## src/rtl/hazard_ctrl_pkg.sv

```systemverilog
// hazard_ctrl_pkg: shared pipeline hazard-control types and constants.
package hazard_ctrl_pkg;
  localparam int CNT_W = 16;
  typedef enum logic [2:0] {RUN, FLUSH, MEMWAIT, HALT, STEP} state_t;
  typedef struct packed {
    logic fe;
    logic dc;
    logic ex;
    logic me;
    logic wb;
  } stall_t;
  localparam stall_t ST_NONE = 5'b00000;
  localparam stall_t ST_MEM  = 5'b11110;
  localparam stall_t ST_LU   = 5'b11000;
  localparam stall_t ST_ALL  = 5'b11111;
  function automatic logic [CNT_W-1:0] sat_inc(input logic [CNT_W-1:0] v);
    return &v ? v : v + CNT_W'(1);
  endfunction
endpackage

```

## src/rtl/hazard_detect.sv

```systemverilog
// hazard_detect: combinational load-use comparator between execute and decode.
module hazard_detect (
  input  logic       ex_v,
  input  logic       ex_is_load,
  input  logic [4:0] ex_rd,
  input  logic       dc_v,
  input  logic [4:0] dc_rs1,
  input  logic [4:0] dc_rs2,
  output logic       load_use
);
  assign load_use = ex_v & ex_is_load & dc_v & (ex_rd != 5'd0) &
                    ((ex_rd == dc_rs1) | (ex_rd == dc_rs2));
endmodule

```

## src/rtl/hazard_ctrl.sv

```systemverilog
// hazard_ctrl: pipeline stall/flush/debug-halt controller.
// Outputs decode the registered state plus current inputs; all are forced low in reset.
module hazard_ctrl
  import hazard_ctrl_pkg::*;
(
  input  logic             clk,
  input  logic             rst_n,
  input  logic             dc_v,
  input  logic [4:0]       dc_rs1,
  input  logic [4:0]       dc_rs2,
  input  logic             ex_v,
  input  logic             ex_is_load,
  input  logic [4:0]       ex_rd,
  input  logic             ex_taken,
  input  logic             mem_req,
  input  logic             mem_ack,
  input  logic             dbg_halt,
  input  logic             dbg_step,
  output logic             s_fe,
  output logic             s_dc,
  output logic             s_ex,
  output logic             s_me,
  output logic             s_wb,
  output logic             flush,
  output logic             halted,
  output logic [CNT_W-1:0] stall_cnt
);
  state_t state, nxt;
  stall_t st;
  logic fl, hl, load_use, mw, from_step, nxt_step;
  hazard_detect u_detect (
    .ex_v(ex_v),
    .ex_is_load(ex_is_load),
    .ex_rd(ex_rd),
    .dc_v(dc_v),
    .dc_rs1(dc_rs1),
    .dc_rs2(dc_rs2),
    .load_use(load_use)
  );
  assign mw = mem_req & ~mem_ack;
  // from_step remembers that a memory wait began during a single step, so the ack returns to HALT
  always_comb begin
    nxt = state;
    nxt_step = from_step;
    st = ST_NONE;
    fl = 1'b0;
    hl = 1'b0;
    case (state)
      RUN:
        if (mw) begin
          st = ST_MEM;
          nxt = MEMWAIT;
          nxt_step = 1'b0;
        end else if (ex_taken) begin
          fl = 1'b1;
          nxt = FLUSH;
        end else if (load_use) st = ST_LU;
        else if (dbg_halt) nxt = HALT;
      FLUSH: begin
        fl = 1'b1;
        nxt = RUN;
      end
      MEMWAIT:
        if (mem_ack) nxt = (from_step && dbg_halt) ? HALT : RUN;
        else st = ST_MEM;
      HALT: begin
        st = ST_ALL;
        hl = 1'b1;
        nxt = !dbg_halt ? RUN : dbg_step ? STEP : HALT;
      end
      STEP:
        if (mw) begin
          st = ST_MEM;
          nxt = MEMWAIT;
          nxt_step = 1'b1;
        end else nxt = dbg_halt ? HALT : RUN;
      default: nxt = RUN;
    endcase
  end
  assign {s_fe, s_dc, s_ex, s_me, s_wb} = rst_n ? st : ST_NONE;
  assign flush = rst_n & fl;
  assign halted = rst_n & hl;
  always_ff @(posedge clk or negedge rst_n) begin
    if (!rst_n) begin
      state <= RUN;
      from_step <= 1'b0;
      stall_cnt <= '0;
    end else begin
      state <= nxt;
      from_step <= nxt_step;
      if (st.fe) stall_cnt <= sat_inc(stall_cnt);
    end
  end
endmodule

```

## config.mk

```make
export PLATFORM = sky130hd
export DESIGN_NAME = hazard_ctrl
export DESIGN_NICKNAME = d
export VERILOG_FILES = /design/src/rtl/hazard_ctrl_pkg.sv /design/src/rtl/hazard_detect.sv /design/src/rtl/hazard_ctrl.sv
export SDC_FILE = /design/constraint.sdc
export NUM_CORES = 1
export LEC_CHECK = 0
export CAP_MARGIN = 15
export CORE_MARGIN = 1.5
export CORE_UTILIZATION = 48
export CTS_BUF_LIST = sky130_fd_sc_hd__clkbuf_4 sky130_fd_sc_hd__clkbuf_8
export CTS_CLUSTER_DIAMETER = 200
export DETAILED_ROUTE_END_ITERATION = 8
export HOLD_SLACK_MARGIN = 0.12
export PLACE_DENSITY = 0.87
export SYNTH_ARGS = -nofsm -noshare
export SYNTH_HDL_FRONTEND = slang
export SYNTH_SLANG_ARGS = --single-unit
```

## constraint.sdc

```tcl
create_clock -name clk -period 3.5 [get_ports clk]
set_input_delay 0.35 -clock clk [delete_from_list [all_inputs] [get_ports clk]]
set_output_delay 0.35 -clock clk [all_outputs]
set_load 0.05 [all_outputs]
```

==> out/metrics.yaml, run 1 <==
cts_tree: "done"
hold_violations: 0
holdBufCountCts: 0
cts_resized: 0
path_clk_slew_ns: 0.12
htree_levels: 1
detail_route.wl_per_cell_um: 14.56
routed_wl_mm: 2.999
layout.nets: 203
clock_skew_ns: 0.003561
syn_inst: 129
fin_setup_tns_ns: 0
io_buffer_count: 47
n_fill_cell: 190
die-area_mm2: 0.002886
synth-edff-count: 0
drtIter0Drc: 14
start_util_pct: 50.31
cpPeakStageDelay_ns: 0.82
fin_crit_sh_pct: 86.63
setup_violations: 0
synth_nets: 155
final_cell_mix: "clkdlybuf4s50_1, dfrtp_1, xnor2_1"
clock_sinks: 20
route.detailed.drc: 0
coreArea_mm2: 0.002455
syn_area_mm2: 0.001235
vias_per_cell: 5.325
ys_ff_latch: 20
async_flop_share_pct: 100.0
cts_setup_buffers: 0
fmax_mhz: 329.8
end_kind: "output port"
yosysSeqAreaShare_pct: 40.53
layoutNonFillerInstCount: 206
critical_path_required_ns: 3.15
overflow: 0
irDropWorstVdd_mv: 0.7258
cellLeakagePower_nw: 0.7593
p_sw_w: 0.0004771
power.share.clock_pct: 17.7
grt_pass1_vias: 1081
antenna_cells: 0
syn_area_per_cell_um2: 9.573
tritoncts.num_buffers: 3
grt_max_degree: 25
status: "completed"
crit_family: "buffers and inverters"
synth.distinct_cells: 36
grt_pass1_wl_mm: 4.747
drt-pass1-iter-count: 4
hpwlAfterDp_mm: 2.288
period_needed_ns: 3.032
maxCapViolCount: 0
path_cells: "clkdlybuf4s50_1 > xnor2_1 > nand3_1 > o22ai_1 > a31oi_1 > nor2b_1 > clkdlybuf4s50_1"
grt_antenna_before_repair: 0
fp.dieW_um: 53.72
dieHeight_um: 53.72
seq_power_share_pct: 31.5
vias: 1097
post-route-util_pct: 71.97
crit_arrival_ns: 2.68
crit_fanout: 3
swShare_pct: 44.20
layout-drive-gt1-share_pct: 5.114
row_count: 18
synth_flop_cell: "dfrtp_1"
drv_slew: 0
dp.cells: 202
area_growth_pct: 43.06
path_common_cell: "clkdlybuf4s50_1"
cts_max_path_buffers: 2
io_pins: 48
cp_slowest_cell: "clkdlybuf4s50_1"
clock_latency_ns: 0.31
grt_usage_pct: 22.75
place.gp.congestion: 0.7803
intPower_w: 0.0006023
mostFrequentLayoutCell: "clkdlybuf4s50_1"
ys_warn_count: 0
start_kind: "input pin"
rsz0062_at_grt: "no"
path_buf_inv: 2
tightest_slew_ns: 0.5208
r2r_slack_ns: 1.04
ant_nets: 0
criticalPathCategory: "in -> out"
p_comb_share_pct: 50.8
worstHoldPathType: "in -> async"
power_density_mw_per_mm2: 611.0
maxSlewHeadroom_pct: 65.17
cts_root_buffer: "clkbuf_4"
Yosys cell counts, types with 2 or more instances:
cell type | instances | area, µm²
dfrtp_1 | 20 | 500.5
nor2b_1 | 2 | 12.51
buf_4 | 2 | 15.01
xor2_1 | 10 | 87.58
and3_1 | 4 | 25.02
buf_2 | 2 | 10.01
and4_1 | 2 | 17.52
nor4b_1 | 2 | 17.52
o2bb2ai_1 | 2 | 17.52
nor3_1 | 11 | 55.05
xnor2_1 | 14 | 122.6
nand2_1 | 9 | 33.78
nand3_1 | 11 | 55.05
a21oi_1 | 2 | 10.01
nand2b_1 | 4 | 25.02
nor2_1 | 8 | 30.03
inv_1 | 5 | 18.77
through the flow:
step / hold slack, ns / power (W) / setup WS, ns / cell area [µm²]
after global routing: 0.4151 / 0.001146 / 0.3397 / 1767
after floorplan: 0.05441 / 0.0007306 / 0.8808 / 1235
after CTS: 0.4003 / 0.001087 / 0.4403 / 1767
after detailed placement: 0.4803 / 0.0008946 / 0.4768 / 1714
final: 0.3912 / 0.001079 / 0.4678 / 1767
after global placement: 0.4781 / 0.0008794 / 0.5548 / 1714
per-layer routing:
metal | up-vias | track usage [%] | share of wire [%]
met4 | 0 | 6.410 | 0.83
met3 | 3 | 6.111 | 11
li1 | 541 | - | -
met2 | 44 | 41.67 | 46
met5 | - | 0 | 0
met1 | 509 | 25.57 | 42
cell families after synthesis:
| kind of cell | after synthesis | share of synthesized area (%) |
|---|---|---|
| XOR/XNOR | 24 | 17.02 |
| AO/OA/AOI/OAI | 14 | 10.13 |
| adder cells (fa/ha/maj) | 1 | 1.013 |
| AND/OR/NAND/NOR | 57 | 24.22 |
| buffers and inverters | 10 | 4.458 |
| multiplexers | 3 | 2.634 |
| flip-flops | 20 | 40.53 |
layout make-up:
| class | count | area (µm²) | area share [%] |
|---|---|---|---|
| multi-input cells | 99 | 679.4 | 38.46 |
| flip-flops and latches | 20 | 500.5 | 28.33 |
| repair buffers | 48 | 478.0 | 27.05 |
| well taps | 30 | 37.54 | 2.125 |
| clock inverters | 1 | 30.03 | 1.700 |
| clock buffers | 3 | 22.52 | 1.275 |
| inverters | 5 | 18.77 | 1.062 |
worst reg2reg max path, stage by stage (launching register included):
cell and delay, ns:
dfrtp_1 0.43, ha_1 0.18, nand3_1 0.13, or3_1 0.46, o311a_4 0.41, a21oi_4 0.38, mux2_1 0.37
final timing paths:
| check | to | from | cells after the start |
|---|---|---|---|
| max reg2reg | stall_cnt[1] | stall_cnt[0] | 6 |
| min reg2reg | stall_cnt[15] | stall_cnt[15] | 1 |
| min in group clk | stall_cnt[15] | stall_cnt[15] | 1 |
| max in group asynchronous | stall_cnt[8] | rst_n | 2 |
| max | s_fe | ex_rd[0] | 7 |
| min | state[2] | rst_n | 2 |
state kept, by name, summed over array words and instances, names as in the netlist:
name	count
state	3
stall_cnt	16
from_step	1
power by group through the flow:
stage	clock [W]	sequential, W	combinational [W]
after floorplan	0	0.000443	0.000287
after global placement	0	0.000341	0.000539
after detailed placement	0	0.000346	0.000549
after CTS	0.000194	0.000340	0.000553
after global routing	0.000207	0.000350	0.000590
final	0.000191	0.000340	0.000548
Note: power is estimated with default switching activity, not from simulation.
==> inputs of run 2 (changes only) <==
--- a/config.mk
+++ b/config.mk
@@ -6,13 +6,12 @@
 export NUM_CORES = 1
 export LEC_CHECK = 0
 export CAP_MARGIN = 15
-export CORE_MARGIN = 1.5
-export CORE_UTILIZATION = 48
+export CORE_MARGIN = 1
+export CORE_UTILIZATION = 45
 export CTS_BUF_LIST = sky130_fd_sc_hd__clkbuf_4 sky130_fd_sc_hd__clkbuf_8
-export CTS_CLUSTER_DIAMETER = 200
 export DETAILED_ROUTE_END_ITERATION = 8
 export HOLD_SLACK_MARGIN = 0.12
-export PLACE_DENSITY = 0.87
+export PLACE_DENSITY = 0.82
 export SYNTH_ARGS = -nofsm -noshare
 export SYNTH_HDL_FRONTEND = slang
 export SYNTH_SLANG_ARGS = --single-unit
==> run 2 against run 1 <==
  * Sequential power about the same
  * Via count grew 2.9%
  * Flip-flop and latch count unchanged
  * Power hardly changed
  * Utilization down 2.5 points
  * Worst hold slack got worse by 0.092 ns
  * First-iteration DRC count increased by 57%
  * Global-route usage is 0.18 points higher
  * Combinational power about the same
  * Worst setup slack improved by 0.014 ns
  * Sequential share of layout area is the same
  * Critical endpoint unchanged
  * Largest power group unchanged
==> out/metrics.yaml, run 2 (synthesis results as in run 1) <==
antenna_cells: 0  # unchanged
grt_antenna_before_repair: 0  # unchanged
clock_latency_ns: 0.31  # about the same
io_buffer_count: 47  # unchanged
setup_violations: 0  # unchanged
irDropWorstVdd_mv: 0.5872  # was 0.7258 mV
row_count: 18  # unchanged
dieHeight_um: 54.39  # was 53.72 µm
maxSlewHeadroom_pct: 62.83  # was 65.17%
largest_register_ffs: 16  # unchanged
cellLeakagePower_nw: 0.7593  # unchanged
route.detailed.drc: 0  # unchanged
grt_max_degree: 19  # was 25
r2r_slack_ns: 1.03  # was 1.04 ns
post-route-util_pct: 69.42  # was 71.97%
maxCapViolCount: 0  # unchanged
vias_per_cell: 5.481  # was 5.325
worstHoldPathType: "in -> async"  # unchanged
drtIter0Drc: 22  # was 14
hpwlAfterDp_mm: 2.284  # was 2.288 mm
post_dp_cell_area_mm2: 0.001714  # unchanged
path_clk_slew_ns: 0.10  # was 0.12 ns
rsz0062_at_grt: "no"  # unchanged
grt_usage_pct: 22.93  # was 22.75%
vias: 1129  # was 1097
layout.nets: 203  # unchanged
holdBufCountCts: 0  # unchanged
rr_worst_depth: 6  # unchanged
crit_fanout: 3  # unchanged
place.gp.congestion: 0.8073  # was 0.7803
grt_pass1_vias: 1079  # was 1081
final_area_mm2: 0.001767  # unchanged
tritoncts.num_buffers: 3  # unchanged
criticalPathCategory: "in -> out"  # unchanged
period_needed_ns: 3.018  # was 3.032 ns
detail_route.wl_per_cell_um: 14.40  # was 14.56 µm
tightest_slew_ns: 0.5499  # was 0.5208 ns
overflow: 0  # unchanged
fin_setup_tns_ns: 0  # unchanged
regMostFlops: "stall_cnt"  # unchanged
status: "completed"  # unchanged
cts_tree: "done"  # unchanged
clock_skew_ns: 0.01252  # was 0.003561 ns
fp.dieW_um: 54.39  # was 53.72 µm
start_kind: "input pin"  # unchanged
end_kind: "output port"  # unchanged
cts_max_path_buffers: 2  # unchanged
ant_nets: 0  # unchanged
htree_levels: 1  # unchanged
drv_slew: 0  # unchanged
fmax_mhz: 331.3  # was 329.8 MHz
reg_top3: "stall_cnt: 16 flops, state: 3 flops, from_step: 1 flops"  # unchanged
area_growth_pct: 43.06  # unchanged
io_pins: 48  # unchanged
cts_setup_buffers: 0  # unchanged
cts_resized: 0  # unchanged
routed_wl_mm: 2.967  # was 2.999 mm
critical_path_required_ns: 3.15  # about the same
mostFrequentLayoutCell: "clkdlybuf4s50_1"  # unchanged
hold_violations: 0  # unchanged
reg2reg_from: "stall_cnt[0]"  # unchanged
final_cell_mix: "clkdlybuf4s50_1, dfrtp_1, xnor2_1"  # unchanged
startpoint: "ex_rd[4]"  # was ex_rd[0]
layout-drive-gt1-share_pct: 5.114  # unchanged
clock_sinks: 20  # unchanged
die-area_mm2: 0.002958  # was 0.002886 mm²
coreArea_mm2: 0.002545  # was 0.002455 mm²
grt_pass1_wl_mm: 4.864  # was 4.747 mm
crit_arrival_ns: 2.67  # was 2.68 ns
drt-pass1-iter-count: 4  # unchanged
cts_root_buffer: "clkbuf_4"  # unchanged
start_util_pct: 48.53  # was 50.31%
power_density_mw_per_mm2: 611.6  # was 611.0 mW/mm²
fin_crit_sh_pct: 86.23  # was 86.63%
[run 2: cell counts in the layout (fill, tap and decap cells not counted)]
Identical to the previous run, type by type.
[run 2: worst max-delay path, cell delays in order]
cell and delay (ns):
clkdlybuf4s50_1 0.53, xnor2_1 0.14, nand3_1 0.10, o22ai_1 0.36
a31oi_1 0.18, nor2b_1 0.18, clkdlybuf4s50_1 0.83
[run 2: final cells by class]
type                    count  area [µm²]
fillers                   219       778.2
inverters                   5       18.77
repair buffers             48       478.0
multi-input cells          99       679.4
well taps                  30       37.54
clock buffers               3       22.52
flip-flops and latches     20       500.5
clock inverters             1       30.03
[run 2: stage by stage]
| stage | hold WS, ns | cells | power, W | setup slack [ns] |
|---|---|---|---|---|
| floorplan | 0.05441 | 129 | 0.0007306 | 0.8808 |
| global placement | 0.4965 | 202 | 0.0008802 | 0.5530 |
| detailed placement | 0.5074 | 202 | 0.0008964 | 0.4588 |
| CTS | 0.3085 | 206 | 0.001087 | 0.4580 |
| global route | 0.2934 | 206 | 0.001144 | 0.3488 |
| finish | 0.2991 | 206 | 0.001080 | 0.4820 |
[run 2: final timing paths]
path,to
setup / recovery,s_fe
hold / removal,stall_cnt[12]
setup reg to reg,stall_cnt[1]
hold reg to reg,stall_cnt[15]
max in group asynchronous,stall_cnt[3]
min in group clk,stall_cnt[15]
[run 2: power breakdown]
part | internal, W | leakage, nW | switching, W
combinational | 0.000208 | 0.481 | 0.000344
clock | 0.000116 | 0.0279 | 0.0000731
sequential | 0.000280 | 0.250 | 0.0000605
total | 0.000603 | 0.759 | 0.000477
[run 2: routing by layer]
| layer | GRT usage (%) | part of all wire [%] | up-vias |
|---|---|---|---|
| met5 | 0 | 0 | - |
| met4 | 7.692 | 1.0 | 0 |
| met3 | 4.444 | 4.7 | 5 |
| met2 | 38.41 | 49 | 38 |
| met1 | 29.31 | 45 | 545 |
| li1 | - | - | 541 |
